<file path="src/rtl/mem_arbiter_if.sv">
// Bus bundle between two requesters (A = instruction fetch, B = data access)
// and the single shared memory port arbitrated by mem_arbiter.
interface mem_arbiter_if;
  logic        a_read;
  logic        a_write;
  logic [3:0]  a_byte_enable;
  logic [31:0] a_address;
  logic [31:0] a_wdata;
  logic [31:0] a_rdata;
  logic        a_resp;

  logic        b_read;
  logic        b_write;
  logic [3:0]  b_byte_enable;
  logic [31:0] b_address;
  logic [31:0] b_wdata;
  logic [31:0] b_rdata;
  logic        b_resp;

  logic        mem_read;
  logic        mem_write;
  logic [3:0]  mem_byte_enable;
  logic [31:0] mem_address;
  logic [31:0] mem_wdata;
  logic [31:0] mem_rdata;
  logic        mem_resp;

  modport master (
    input  a_read, a_write, a_byte_enable, a_address, a_wdata,
    output a_rdata, a_resp,
    input  b_read, b_write, b_byte_enable, b_address, b_wdata,
    output b_rdata, b_resp,
    output mem_read, mem_write, mem_byte_enable, mem_address, mem_wdata,
    input  mem_rdata, mem_resp
  );

  modport slave (
    output a_read, a_write, a_byte_enable, a_address, a_wdata,
    input  a_rdata, a_resp,
    output b_read, b_write, b_byte_enable, b_address, b_wdata,
    input  b_rdata, b_resp,
    input  mem_read, mem_write, mem_byte_enable, mem_address, mem_wdata,
    output mem_rdata, mem_resp
  );
endinterface

</file>
<file path="src/rtl/mem_arbiter.sv">
// Two-requester arbiter for one shared memory port; fixed B-over-A priority with a
// starvation guard, or alternating tie-break when MEM_ARBITER_RR_EN is defined.
module mem_arbiter #(
  parameter int STARVE_LIMIT = 3
) (
  input  logic          clk,
  input  logic          rst_n,
  mem_arbiter_if.master bus
);

  typedef enum logic [1:0] {
    IDLE    = 2'd0,
    GRANT_A = 2'd1,
    GRANT_B = 2'd2
  } state_e;

  state_e state_q, state_d;
  logic   a_pend;
  logic   b_pend;
  logic   tie_grant_a;

  assign a_pend = bus.a_read | bus.a_write;
  assign b_pend = bus.b_read | bus.b_write;

`ifdef MEM_ARBITER_RR_EN
  // last_b_q remembers who won the previous grant; reset value means "A".
  logic last_b_q, last_b_d;

  assign tie_grant_a = last_b_q;

  always_comb begin
    last_b_d = last_b_q;
    if (state_q == IDLE) begin
      if (state_d == GRANT_A) begin
        last_b_d = 1'b0;
      end else if (state_d == GRANT_B) begin
        last_b_d = 1'b1;
      end else begin
        last_b_d = last_b_q;
      end
    end else begin
      last_b_d = last_b_q;
    end
  end

  always_ff @(posedge clk or negedge rst_n) begin
    if (!rst_n) begin
      last_b_q <= 1'b0;
    end else begin
      last_b_q <= last_b_d;
    end
  end
`else
  localparam logic [3:0] LIMIT = 4'(STARVE_LIMIT);
  logic [3:0] starve_q, starve_d;

  assign tie_grant_a = (starve_q == LIMIT);

  // Counts B wins over a waiting A; A is forced through once it reaches LIMIT.
  always_comb begin
    starve_d = starve_q;
    if (state_q == IDLE) begin
      if (!a_pend || (state_d == GRANT_A)) begin
        starve_d = 4'd0;
      end else if ((state_d == GRANT_B) && (starve_q != LIMIT)) begin
        starve_d = starve_q + 4'd1;
      end else begin
        starve_d = starve_q;
      end
    end else begin
      starve_d = starve_q;
    end
  end

  always_ff @(posedge clk or negedge rst_n) begin
    if (!rst_n) begin
      starve_q <= 4'd0;
    end else begin
      starve_q <= starve_d;
    end
  end
`endif

  always_ff @(posedge clk or negedge rst_n) begin
    if (!rst_n) begin
      state_q <= IDLE;
    end else begin
      state_q <= state_d;
    end
  end

  // A grant ends on mem_resp or when the owner withdraws its strobes (abort).
  always_comb begin
    state_d = state_q;
    case (state_q)
      IDLE: begin
        if (a_pend && b_pend) begin
          state_d = tie_grant_a ? GRANT_A : GRANT_B;
        end else if (a_pend) begin
          state_d = GRANT_A;
        end else if (b_pend) begin
          state_d = GRANT_B;
        end else begin
          state_d = IDLE;
        end
      end
      GRANT_A: begin
        if (!a_pend || bus.mem_resp) begin
          state_d = IDLE;
        end else begin
          state_d = GRANT_A;
        end
      end
      GRANT_B: begin
        if (!b_pend || bus.mem_resp) begin
          state_d = IDLE;
        end else begin
          state_d = GRANT_B;
        end
      end
      default: state_d = IDLE;
    endcase
  end

  always_comb begin
    bus.mem_read        = 1'b0;
    bus.mem_write       = 1'b0;
    bus.mem_byte_enable = 4'h0;
    bus.mem_address     = 32'h0;
    bus.mem_wdata       = 32'h0;
    bus.a_resp          = 1'b0;
    bus.b_resp          = 1'b0;
    case (state_q)
      GRANT_A: begin
        bus.mem_read        = bus.a_read;
        bus.mem_write       = bus.a_write;
        bus.mem_byte_enable = bus.a_byte_enable;
        bus.mem_address     = bus.a_address;
        bus.mem_wdata       = bus.a_wdata;
        bus.a_resp          = bus.mem_resp;
      end
      GRANT_B: begin
        bus.mem_read        = bus.b_read;
        bus.mem_write       = bus.b_write;
        bus.mem_byte_enable = bus.b_byte_enable;
        bus.mem_address     = bus.b_address;
        bus.mem_wdata       = bus.b_wdata;
        bus.b_resp          = bus.mem_resp;
      end
      default: begin
        bus.a_resp = 1'b0;
        bus.b_resp = 1'b0;
      end
    endcase
  end

  assign bus.a_rdata = bus.mem_rdata;
  assign bus.b_rdata = bus.mem_rdata;

endmodule

</file>
<file path="src/flat_wrapper.sv">
// flat-port wrapper written by rule: the top's interface ports become plain ports
module mem_arbiter_flat 
#(
  parameter int STARVE_LIMIT = 3
)
  (clk, rst_n, bus_a_read, bus_a_write, bus_a_byte_enable, bus_a_address, bus_a_wdata, bus_a_rdata, bus_a_resp, bus_b_read, bus_b_write, bus_b_byte_enable, bus_b_address, bus_b_wdata, bus_b_rdata, bus_b_resp, bus_mem_read, bus_mem_write, bus_mem_byte_enable, bus_mem_address, bus_mem_wdata, bus_mem_rdata, bus_mem_resp);
  mem_arbiter_if bus_i ();
  input  logic clk;
  input  logic rst_n;
  input wire logic [$bits(bus_i.a_read)-1:0] bus_a_read;
  input wire logic [$bits(bus_i.a_write)-1:0] bus_a_write;
  input wire logic [$bits(bus_i.a_byte_enable)-1:0] bus_a_byte_enable;
  input wire logic [$bits(bus_i.a_address)-1:0] bus_a_address;
  input wire logic [$bits(bus_i.a_wdata)-1:0] bus_a_wdata;
  output wire logic [$bits(bus_i.a_rdata)-1:0] bus_a_rdata;
  output wire logic [$bits(bus_i.a_resp)-1:0] bus_a_resp;
  input wire logic [$bits(bus_i.b_read)-1:0] bus_b_read;
  input wire logic [$bits(bus_i.b_write)-1:0] bus_b_write;
  input wire logic [$bits(bus_i.b_byte_enable)-1:0] bus_b_byte_enable;
  input wire logic [$bits(bus_i.b_address)-1:0] bus_b_address;
  input wire logic [$bits(bus_i.b_wdata)-1:0] bus_b_wdata;
  output wire logic [$bits(bus_i.b_rdata)-1:0] bus_b_rdata;
  output wire logic [$bits(bus_i.b_resp)-1:0] bus_b_resp;
  output wire logic [$bits(bus_i.mem_read)-1:0] bus_mem_read;
  output wire logic [$bits(bus_i.mem_write)-1:0] bus_mem_write;
  output wire logic [$bits(bus_i.mem_byte_enable)-1:0] bus_mem_byte_enable;
  output wire logic [$bits(bus_i.mem_address)-1:0] bus_mem_address;
  output wire logic [$bits(bus_i.mem_wdata)-1:0] bus_mem_wdata;
  input wire logic [$bits(bus_i.mem_rdata)-1:0] bus_mem_rdata;
  input wire logic [$bits(bus_i.mem_resp)-1:0] bus_mem_resp;
  assign bus_i.a_read = bus_a_read;
  assign bus_i.a_write = bus_a_write;
  assign bus_i.a_byte_enable = bus_a_byte_enable;
  assign bus_i.a_address = bus_a_address;
  assign bus_i.a_wdata = bus_a_wdata;
  assign bus_a_rdata = bus_i.a_rdata;
  assign bus_a_resp = bus_i.a_resp;
  assign bus_i.b_read = bus_b_read;
  assign bus_i.b_write = bus_b_write;
  assign bus_i.b_byte_enable = bus_b_byte_enable;
  assign bus_i.b_address = bus_b_address;
  assign bus_i.b_wdata = bus_b_wdata;
  assign bus_b_rdata = bus_i.b_rdata;
  assign bus_b_resp = bus_i.b_resp;
  assign bus_mem_read = bus_i.mem_read;
  assign bus_mem_write = bus_i.mem_write;
  assign bus_mem_byte_enable = bus_i.mem_byte_enable;
  assign bus_mem_address = bus_i.mem_address;
  assign bus_mem_wdata = bus_i.mem_wdata;
  assign bus_i.mem_rdata = bus_mem_rdata;
  assign bus_i.mem_resp = bus_mem_resp;
  mem_arbiter #(.STARVE_LIMIT(STARVE_LIMIT)) u_core (.clk(clk), .rst_n(rst_n), .bus(bus_i));
endmodule
</file>
<file path="config.mk">
export PLATFORM = sky130hd
export DESIGN_NAME = mem_arbiter_flat
export DESIGN_NICKNAME = d
export VERILOG_FILES = /design/src/rtl/mem_arbiter_if.sv /design/src/rtl/mem_arbiter.sv /design/src/flat_wrapper.sv
export SDC_FILE = /design/constraint.sdc
export NUM_CORES = 1
export LEC_CHECK = 0
export ABC_AREA = 1
export BUFFER_PORTS_ARGS = -buffer_cell sky130_fd_sc_hd__buf_2
export CAP_MARGIN = 25
export CELL_PAD_IN_SITES_DETAIL_PLACEMENT = 1
export CELL_PAD_IN_SITES_GLOBAL_PLACEMENT = 1
export CORE_ASPECT_RATIO = 0.5
export CORE_MARGIN = 3
export CORE_UTILIZATION = 15
export CTS_BUF_LIST = sky130_fd_sc_hd__clkbuf_8
export DETAILED_ROUTE_END_ITERATION = 7
export GPL_TIMING_DRIVEN = 0
export PLACE_DENSITY_LB_ADDON = 0.1
export SYNTH_ARGS = -nofsm -noshare
export SYNTH_HDL_FRONTEND = slang
export SYNTH_SLANG_ARGS = --single-unit
</file>
<file path="constraint.sdc">
create_clock -name clk -period 2.04 [get_ports clk]
set_input_delay 0.306 -clock clk [delete_from_list [all_inputs] [get_ports clk]]
set_output_delay 0.306 -clock clk [all_outputs]
set_load 0.03 [all_outputs]
</file>
Word level (Yosys, flattened, before mapping)
Index checks and enable logic that the tools add are counted.
- flip-flop bits (word level): 6
- output and inout bits: 136
- logic and storage cells: 37
- $add $sub $neg: 1
- equal/unequal tests: 6
- multiplexer cells: 16
- bitwise operators: 2
- reduce and logical (&&, ||, !) cells: 10
- operators with widths (cell ; count):
    32-bit one-hot mux with 2 select lines ; 2
    2-bit 2-to-1 mux ; 5
    4-bit 2-to-1 mux ; 2
    4-bit one-hot mux with 2 select lines ; 1
    2-bit one-hot mux with 3 select lines ; 1
    4-bit by 1-bit adder with 4-bit output, second input constant ; 1
    2-bit by 1-bit equality test with 1-bit output, second input constant ; 2
    2-bit equality test, second input constant ; 2
    4-bit by 2-bit equality test with 1-bit output, second input constant ; 1
    4-bit by 2-bit != test with 1-bit output, second input constant ; 1
    1-bit one-hot mux with 2 select lines ; 2
    1-bit logical OR ; 3
    1-bit 2-to-1 mux ; 3
    1-bit logical AND ; 2
    1-bit zero test ; 2
    2-bit zero test ; 1
    1-bit bitwise OR ; 2
    2-bit AND reduction ; 1
    2-bit nonzero test ; 1

Depth between registers and ports, before layout
Gate-level depths: netlist of run 1.
- depth in word-level cells: 9
- mapped depth: 12
- mapped depth without buffers: 12

Worst setup path after synthesis of run 1
Ideal clock, no wire load.
- path kind: reg2out
- start: register u_core.state_q[0]
- end: output bus_mem_address[0]
- data arrival time: 1.578 ns
- path slack: 0.156 ns
- stages on the path, launching flop included: 7
- buffers on the path: 2
- cells stage by stage: dfrtp_1 inv_1 ha_1 buf_2 clkbuf_1 nand2_1 a21oi_1
- cells in the longest elaborated chain, start to end: 2
- elaborated cells on any way between the ends: 3
- classes of those cells: eq/ne (2); mux (1)
- RTL lines (what ; line ; RTL):
    start, declared ; mem_arbiter.sv:17 ; state_e state_q, state_d;
    start signal, assigned ; mem_arbiter.sv:88 ; state_q <= state_d;
    2-bit equality test or 2-bit by 1-bit equality test with 1-bit output (tied branches) ; mem_arbiter.sv:133 ; case (state_q)
    32-bit one-hot mux with 2 select lines (*) ; mem_arbiter.sv:133 ;
    end, declared ; flat_wrapper.sv:27 ; output wire logic [$bits(bus_i.mem_address)-1:0] bus_mem_address;
Mark *: on every way between the ends. The rest lies on a longest branch, timed or not.

Worst setup path after layout of run 1
- start: register u_core.state_q[1]
- end: output bus_mem_wdata[10]
- cells in the longest elaborated chain, start to end: 2
- elaborated cells on any way between the ends: 3
- classes of those cells: eq/ne (2); mux (1)
- RTL lines (what ; line ; RTL):
    2-bit equality test or 2-bit by 1-bit equality test with 1-bit output (tied branches) ; mem_arbiter.sv:133 ;
    32-bit one-hot mux with 2 select lines (*) ; mem_arbiter.sv:133 ;
    end, declared ; flat_wrapper.sv:28 ; output wire logic [$bits(bus_i.mem_wdata)-1:0] bus_mem_wdata;
Marks and branches as above.

==> results.json, run 1 <==
{
  "worst-path-buf-inv": 4,
  "slowest_delay_ns": 0.39,
  "vias": 3197,
  "place.gp.congestion": 0.727,
  "hold_path.class": "in -> async",
  "fill_cells": 1687,
  "ys_top_cells_by_count": "nand2_1, a21oi_1, buf_4, clkbuf_1, inv_1",
  "netlist_instances": 362,
  "cts.clk_slew.worst_paths_ns": 0.04,
  "synthFlopType": "dfrtp_1",
  "initial_core_util": 0.157,
  "async_flop_share": 1.00,
  "cp.arrival_ns": 1.64,
  "wl_per_cell_um": 13.8,
  "yosysSeqAreaShare": 0.0787,
  "irDropWorstVdd_uv": 303,
  "worstPathMaxFanout": 10,
  "multi_input_area_mm2": 0.00113,
  "drt-pass1-iter-count": 4,
  "drv_cap": 0,
  "area_growth_syn_to_layout_pct": 94.6,
  "worst_slew_pin_slew_ns": 0.297,
  "crit_path_start_kind": "flop",
  "hold_slack_ns": 0.432,
  "regArea_um2": 150,
  "grt-ovfl-total": 0,
  "setup_viol": 0,
  "period_minus_slack_ns": 1.94,
  "status": "completed",
  "coreArea_mm2": 0.0121,
  "die_y_um": 85.8,
  "drt_iter0_markers": 81,
  "drc_errors": 0,
  "drt_wl_total_mm": 11.2,
  "critical_path.slowest_cell": "dfrtp_1",
  "grt_pass1_wl_mm": 16.6,
  "cts_buffers": 3,
  "grt_setup_unrepaired": "true",
  "finalHoldViolations": 0,
  "total_leakage_power_nw": 2.18,
  "synth_seq_cells": 6,
  "yosys.area.top_type": "nand2_1",
  "synth_top_area_frac": 0.321,
  "synth_nets": 542,
  "postRouteAntennaNets": 0,
  "dieArea_mm2": 0.0142,
  "drt-vias-per-instance": 3.95,
  "syn_area_per_cell_um2": 5.27,
  "cts_tree": "done",
  "synth_area_leaders": "nand2_1, buf_4, a21oi_1",
  "path_delay_family": "buffers and inverters",
  "dp.cells": 805,
  "cp.required_ns": 1.73,
  "fin_crit_sh": 0.953,
  "slew_headroom": 0.802,
  "final_area_mm2": 0.00371,
  "antenna_found_initial": 0,
  "yosysMostFrequentCell": "nand2_1",
  "clock_sinks": 6,
  "criticalPathCategory": "reg -> out",
  "fin_skew_ns": 0.00379,
  "reg2reg_slack_ns": 0.43,
  "cts_setup_buffers": 0,
  "grtUsageTotal": 0.143,
  "root_buffer": "clkbuf_8",
  "grt_pass1_vias": 3337,
  "grt_max_degree": 11,
  "fmax_mhz": 515,
  "fp-row-count": 28,
  "fp.dieW_um": 166,
  "crit_path_cell_trace": "inv_1, ha_1, buf_4, buf_4, nand2_1, a21oi_1, buf_2",
  "setup_tns_ns": 0,
  "fin_cells": 809,
  "crit_path_end_kind": "output port",
  "drive_above_1_share": 0.581,
  "drv_slew": 0,
  "placed_area_mm2": 0.00351,
  "num_io_pins": 311,
  "syn-cell-area_mm2": 0.00191,
  "post-place-ws_ns": 0.00272,
  "power_density_mw_per_mm2": 1120,
  "yosysUniqueCellTypes": 18,
  "place.port_buffers": 278,
  "htreeDepth": 1,
  "yosysWarnings": 0,
  "diodes": 0,
  "synth_edf_count": 0,
  "place_hpwl_mm": 9.86,
  "nNetsFinal": 826,
  "fin_ws_ns": 0.0969,
  "path_common_cell": "buf_4",
  "clk_latency_ns": 0.22,
  "clock_path_buffers": 2
}
==> final cells by class <==
| class | count | area share |
|---|---|---|
| buffer | 87 | 0.177 |
| inverter | 15 | 0.0152 |
| tap | 165 | 0.0556 |
| multi-input combinational | 254 | 0.304 |
| sequential | 6 | 0.0404 |
| clock buffer | 3 | 0.0111 |
| timing repair buffer | 279 | 0.396 |
==> metrics by stage <==
stage | utilization | power, mW
6_report | 0.306 | 4.17
5_1_grt | 0.306 | 4.55
4_1_cts | 0.300 | 4.10
3_5_place_dp | 0.289 | 3.78
3_3_place_gp | 0.289 | 3.77
2_1_floorplan | - | 2.63
==> layer usage <==
layer / global-route usage / wire [um] / vias to the layer above
met3: 0.0314 / 920 / 15
li1: - / - / 1637
met5: 0 / 0 / -
met1: 0.148 / 3940 / 1415
met4: 0.0325 / 182 / 0
met2: 0.291 / 6160 / 130
==> cell usage in the layout (no fill, tap or decap) <==
master and count:
clkbuf_8 3, xor2_1 2, buf_2 252, inv_2 2
nand2_1 163, nor2_1 1, buf_6 6, dlygate4sd3_1 1
buf_4 89, dfrtp_1 6, a21oi_2 1, a21boi_2 1
clkbuf_4 13, clkbuf_2 5, nand4_1 4, nand3_1 4
a21oi_1 70, or2_1 1, ha_1 5, nand2_2 2
inv_1 12, clkinv_1 1
==> final timing paths <==
check	from	to	cells after the start
hold / removal	rst_n	u_core.starve_q[1]$_DFFE_PN0P_	2
setup reg to reg	u_core.state_q[0]$_DFF_PN0_	u_core.starve_q[2]$_DFFE_PN0P_	9
max in group asynchronous	rst_n	u_core.state_q[1]$_DFF_PN0_	2
setup / recovery	u_core.state_q[1]$_DFF_PN0_	bus_mem_wdata[10]	7
min in group clk	bus_mem_resp	u_core.state_q[1]$_DFF_PN0_	4
hold reg to reg	u_core.starve_q[1]$_DFFE_PN0P_	u_core.starve_q[1]$_DFFE_PN0P_	2
==> power by group <==
group	leakage (nW)	internal [mW]	switching [mW]
Combinational	2.08	1.22	2.58
Clock	0.0216	0.127	0.0510
Sequential	0.0796	0.161	0.0383
Total	2.18	1.51	2.67
==> cells by family after synthesis <==
family	after synthesis	share of synthesized area
compound gates	72	0.194
xor+xnor	2	0.00918
fa+ha+maj	5	0.0328
buf+inv	102	0.329
flops	6	0.0787
simple gates	175	0.356
==> sequential cells by signal, indices dropped and copies added, names as in the netlist <==
name,cells
u_core.state_q,2
u_core.starve_q,4
==> repair_timing <==
item | 4_1_cts | 5_1_grt
endpoints found under the hold margin | 6 | 0
endpoints found under the setup margin | 72 | 71
hold buffers | 1 | 0
gates resized for setup | 40 | 57
Note: power is estimated with default switching activity, not from simulation.
==> run 2: changes to the inputs <==
Settings changed: ABC_AREA 1 to 0, CORE_UTILIZATION 15 to 17, GPL_ROUTABILITY_DRIVEN from default to 0.
==> run 2 against run 1 <==
Net effect: first-iteration DRC count decreased by 14%; setup slack got worse by 0.080 ns; clock power about the same; combinational power increased by 12%; largest power group unchanged.
==> results.json, run 2 <==
{
  "coreArea_mm2": 0.0112,
  "yosysWarnings": 0,
  "r2r_end": "u_core.starve_q[1]$_DFFE_PN0P_",
  "drv_cap": 0,
  "root_buffer": "clkbuf_8",
  "async_flop_share": 1.00,
  "synth_edf_count": 0,
  "clk_latency_ns": 0.22,
  "fmax_mhz": 494,
  "min_to": "u_core.state_q[1]$_DFF_PN0_",
  "netlist_instances": 282,
  "worst-path-buf-inv": 1,
  "power_mw": 4.67,
  "worstPathMaxFanout": 10,
  "place_hpwl_mm": 9.96,
  "worst_slew_pin_slew_ns": 0.311,
  "period_minus_slack_ns": 2.02,
  "grt-ovfl-total": 0,
  "crit_path_cell_trace": "ha_1, buf_6, nor2b_1, nor3_2, and3b_1, or4_4, o211ai_1",
  "yosys.area.top_type": "a22oi_1",
  "area_growth_syn_to_layout_pct": 95.5,
  "grt_setup_unrepaired": "true",
  "rr_worst_depth": 7,
  "fp-row-count": 27,
  "synth_xor_area_frac": 0,
  "critical_path.slowest_cell": "or4_4",
  "clock_path_buffers": 2,
  "cts.clk_slew.worst_paths_ns": 0.04,
  "total_leakage_power_nw": 2.14,
  "ys_top_cells_by_count": "nor2b_1, a22oi_1, buf_4, clkbuf_1, nand2_1",
  "dp.cells": 719,
  "reg_top3": "u_core.starve_q x4, u_core.state_q x2",
  "power_density_mw_per_mm2": 1190,
  "die_y_um": 82.9,
  "grt_pass1_wl_mm": 17.4,
  "slew_headroom": 0.792,
  "cp.required_ns": 2.18,
  "drt-pass1-iter-count": 4,
  "grt_max_degree": 11,
  "synthFlopType": "dfrtp_1",
  "finalHoldViolations": 0,
  "reg2reg_slack_ns": 0.02,
  "initial_core_util": 0.179,
  "placed_area_mm2": 0.00360,
  "vias": 3053,
  "crit_path_end_kind": "flop",
  "fin_ws_ns": 0.0169,
  "cp.arrival_ns": 2.16,
  "wl_per_cell_um": 15.7,
  "post-place-ws_ns": -0.135,
  "dieArea_mm2": 0.0132,
  "fp.dieW_um": 160,
  "setup_viol": 0,
  "place.port_buffers": 278,
  "nNetsFinal": 751,
  "yosys.area_share.simple": 0.283,
  "crit_path_start_kind": "flop",
  "hold_path.class": "in -> reg",
  "postRouteAntennaNets": 0,
  "synth.area.mux_share": 0,
  "drt_iter0_markers": 70,
  "hold_depth": 4,
  "setup_tns_ns": 0,
  "htreeDepth": 1,
  "synth_nets": 462,
  "syn-cell-area_mm2": 0.00201,
  "synth_top_family_by_area": "compound AO/OA/AOI/OAI gates",
  "fin_skew_ns": 0.00171,
  "final_common_cell": "buf_2",
  "grt_pass1_vias": 3225,
  "cts_tree": "done",
  "diodes": 0,
  "synth_top_area_frac": 0.261,
  "syn_area_per_cell_um2": 7.13,
  "fin_cells": 728,
  "drt-vias-per-instance": 4.19,
  "drc_errors": 0,
  "yosysMostFrequentCell": "nor2b_1",
  "synth_area_leaders": "a22oi_1, buf_4, nor2b_1",
  "layout_common_cells": "buf_2, nor2b_1, buf_4",
  "synthAdderAreaFrac": 0.0311,
  "final_area_mm2": 0.00393,
  "antenna_found_initial": 1,
  "drv_slew": 0,
  "clock_sinks": 6,
  "largest_register_ffs": 4,
  "synth-compound-area-share": 0.316,
  "worst-path-stages": 7,
  "hp-start": "bus_a_write",
  "r2r_start": "u_core.state_q[0]$_DFF_PN0_",
  "yosysUniqueCellTypes": 31,
  "criticalPathCategory": "reg -> reg",
  "drt_wl_total_mm": 11.4,
  "drive_above_1_share": 0.694,
  "fin_util": 0.349,
  "regMostFlops": "u_core.starve_q",
  "fin_crit_sh": 0.992,
  "status": "completed",
  "num_io_pins": 311,
  "cts_buffers": 3,
  "yosysSeqAreaShare": 0.0747,
  "slowest_delay_ns": 0.53,
  "irDropWorstVdd_uv": 265,
  "synth_seq_cells": 6,
  "hold_slack_ns": 0.422,
  "grtUsageTotal": 0.158,
  "path_delay_family": "simple AND/OR/NAND/NOR gates"
}
==> run 2: worst max path at each step <==
stage                           startpoint                             end
2_1_floorplan  u_core.state_q[0]$_DFF_PN0_  u_core.starve_q[3]$_DFFE_PN0P_
3_3_place_gp   u_core.state_q[0]$_DFF_PN0_  u_core.starve_q[3]$_DFFE_PN0P_
3_5_place_dp   u_core.state_q[0]$_DFF_PN0_  u_core.starve_q[3]$_DFFE_PN0P_
4_1_cts        u_core.state_q[0]$_DFF_PN0_               bus_mem_wdata[25]
5_1_grt        u_core.state_q[0]$_DFF_PN0_  u_core.starve_q[2]$_DFFE_PN0P_
6_report       u_core.state_q[0]$_DFF_PN0_  u_core.starve_q[1]$_DFFE_PN0P_
==> run 2: cell type report <==
| type | instances | area [um^2] |
|---|---|---|
| Timing Repair Buffer | 284 | 1470 |
| Clock buffer | 3 | 41.3 |
| Buffer | 87 | 687 |
| Tap cell | 159 | 199 |
| Sequential cell | 6 | 150 |
| Fill cell | 1476 | 7320 |
| Inverter | 6 | 22.5 |
| Multi-Input combinational cell | 183 | 1360 |
==> run 2: logic make-up (layout without fill, tap and decap cells) <==
group,count (synthesis),count (layout)
and+or+nand+nor,94,94
buffers and inverters,93,380
DFF,6,6
adders and majority gates,5,5
AOI/OAI and AO/OA,84,84
==> run 2: worst register-to-register path: cells and delay by family, from the launching register on <==
family                     cells  cell delay (ns)
and+or+nand+nor                4             1.08
buffers and inverters          1             0.15
AOI/OAI and AO/OA              1             0.10
adders and majority gates      1             0.21
DFF                            1             0.39
==> run 2: layer usage <==
metal,track usage,vias up,part of all wire
met4,0.0173,2,0.0057
met5,0,-,0.00061
met2,0.332,114,0.56
li1,-,1505,-
met1,0.160,1423,0.35
met3,0.0419,9,0.078
==> run 2: report_power, final <==
group / total [mW] / switching [mW] / internal, mW / leakage, nW
combinational: 4.25 / 2.54 / 1.71 / 2.05
clock: 0.177 / 0.0503 / 0.127 / 0.0216
sequential: 0.240 / 0.0628 / 0.177 / 0.0737
total: 4.67 / 2.65 / 2.02 / 2.14
==> run 2: repair_timing <==
item                                    4_1_cts  5_1_grt
endpoints found under the setup margin       76       73
endpoints found under the hold margin         6        0
gates cloned                                  1        0
gates resized for setup                      42       66
buffers inserted                              3        1
pin swaps                                     1        1
hold buffers                                  1        0
==> run 3: changes to the inputs <==
Settings changed: SETUP_SLACK_MARGIN from default to 0.2.
==> run 3 against run 2 <==
Net effect: wire length up 1.7%; critical endpoint is now u_core.starve_q[3]$_DFFE_PN0P_; fmax up 1.6%; count of clock-buffer cells in the layout unchanged; highest routed layer is now met4; register-to-register slack better by 0.03 ns; critical path type unchanged; core utilization up 3.4 points.
==> results.json, run 3 (same netlist as run 2, synthesis figures left out) <==
{
  "clock_sinks": 6,
  "drt_wl_total_mm": 11.6,
  "grt_pass1_wl_mm": 17.8,
  "busiest_layer": "met2",
  "coreArea_mm2": 0.0112,
  "fmax_mhz": 502,
  "crit_path_end_kind": "flop",
  "layout_common_cells": "buf_2, buf_4, nor2b_2",
  "fill_cells": 1445,
  "grtUsageMet1": 0.163,
  "grt_pass1_vias": 3334,
  "final_area_mm2": 0.00431,
  "drive_above_1_share": 0.850,
  "drv_slew": 0,
  "fin_ws_ns": 0.0482,
  "fin_util": 0.383,
  "largest_register_ffs": 4,
  "worstPathMaxFanout": 10,
  "worst_slew_pin_slew_ns": 0.326,
  "post-place-ws_ns": -0.0671,
  "die_y_um": 82.9,
  "fin_crit_sh": 0.976,
  "criticalPathCategory": "reg -> reg",
  "dieArea_mm2": 0.0132,
  "grt_setup_unrepaired": "true",
  "initial_core_util": 0.179,
  "fin_skew_ns": 0.00529,
  "grt_max_degree": 11,
  "drt_iter0_markers": 60,
  "fp.dieW_um": 160,
  "slew_headroom": 0.782,
  "nNetsFinal": 754,
  "grtUsageTotal": 0.161,
  "postRouteAntennaNets": 0,
  "antenna_found_initial": 0,
  "use_met2": 0.337,
  "period_minus_slack_ns": 1.99,
  "crit_path_start_kind": "flop",
  "clock_path_buffers": 2,
  "place_hpwl_mm": 10.0,
  "power_density_mw_per_mm2": 1200,
  "placed_area_mm2": 0.00378,
  "grt.met3_usage": 0.0419,
  "hold_path.class": "in -> async",
  "htreeDepth": 1,
  "total_leakage_power_nw": 2.24,
  "place.port_buffers": 278,
  "root_buffer": "clkbuf_8",
  "wl_per_cell_um": 15.9,
  "drt-vias-per-instance": 4.17,
  "drc_errors": 0,
  "status": "completed",
  "final_common_cell": "buf_2",
  "drt-pass1-iter-count": 4,
  "vias": 3049,
  "regMostFlops": "u_core.starve_q",
  "cts_tree": "done",
  "cts.clk_slew.worst_paths_ns": 0.04,
  "irDropWorstVdd_uv": 350,
  "setup_viol": 0,
  "setup_tns_ns": 0,
  "finalHoldViolations": 0,
  "cts_buffers": 3,
  "num_io_pins": 311,
  "drv_cap": 0,
  "cp.arrival_ns": 2.13,
  "grt-ovfl-total": 0,
  "cp.required_ns": 2.18,
  "diodes": 0,
  "fp-row-count": 27,
  "clk_latency_ns": 0.22,
  "area_growth_syn_to_layout_pct": 114,
  "reg_top3": "u_core.starve_q x4, u_core.state_q x2"
}
## run 3: area by class of cell
type                    instances  area (um^2)  area share
inverters                       6         22.5     0.00522
repair buffers                287         1530       0.354
flip-flops and latches          6          151      0.0351
well taps                     159          199      0.0461
plain buffers                  87          752       0.174
clock buffers                   3         41.3     0.00957
multi-input cells             183         1620       0.376
## run 3: layer usage
layer | up-vias | routed length, um | part of all wire
met4 | 0 | 108 | 0.0093
li1 | 1510 | - | -
met1 | 1420 | 4060 | 0.35
met2 | 111 | 6620 | 0.57
met5 | - | 0 | 0
met3 | 8 | 851 | 0.073
## run 3: worst paths after layout
path | cells past startpoint | start | to | slack (ns)
hold / removal | 2 | rst_n | u_core.starve_q[1]$_DFFE_PN0P_ | 0.45
min in group clk | 4 | bus_a_write | u_core.state_q[1]$_DFF_PN0_ | 0.46
setup / recovery | 7 | u_core.state_q[0]$_DFF_PN0_ | u_core.starve_q[3]$_DFFE_PN0P_ | 0.05
setup reg to reg | 7 | u_core.state_q[0]$_DFF_PN0_ | u_core.starve_q[3]$_DFFE_PN0P_ | 0.05
max in group asynchronous | 2 | rst_n | u_core.state_q[1]$_DFF_PN0_ | 1.42
hold reg to reg | 2 | u_core.starve_q[3]$_DFFE_PN0P_ | u_core.starve_q[3]$_DFFE_PN0P_ | 0.56
## run 3: worst max-delay path, cell delays in order, from the launching register on
cell      delay (ns)
dfrtp_1         0.40
ha_1            0.24
buf_12          0.16
nand2b_4        0.08
o21ai_0         0.08
a211o_1         0.37
or4_1           0.50
o211ai_2        0.07
## run 3: timing repair
action / in CTS / in global routing
hold endpoints to repair: 6 / 0
pin swaps: 8 / 9
gates resized for setup: 107 / 19
buffers inserted: 7 / 0
setup endpoints to repair: 76 / 76
gates cloned: 1 / 0
hold buffers: 1 / 0
## run 3: power by group
group	switching, mW	total (mW)	leakage (nW)	internal, mW
combinational	2.68	4.75	2.15	2.07
sequential	0.0717	0.250	0.0726	0.179
clock	0.0500	0.177	0.0216	0.127
total	2.80	5.18	2.24	2.38
## run 3: per-stage QoR
| step | total power, mW | std cells | hold WS, ns |
|---|---|---|---|
| after floorplan | 3.24 | 282 | 0.0104 |
| after global placement | 4.36 | 719 | 0.139 |
| after detailed placement | 4.38 | 719 | 0.141 |
| after CTS | 5.15 | 731 | 0.428 |
| after global routing | 5.58 | 731 | 0.464 |
| final | 5.18 | 731 | 0.448 |
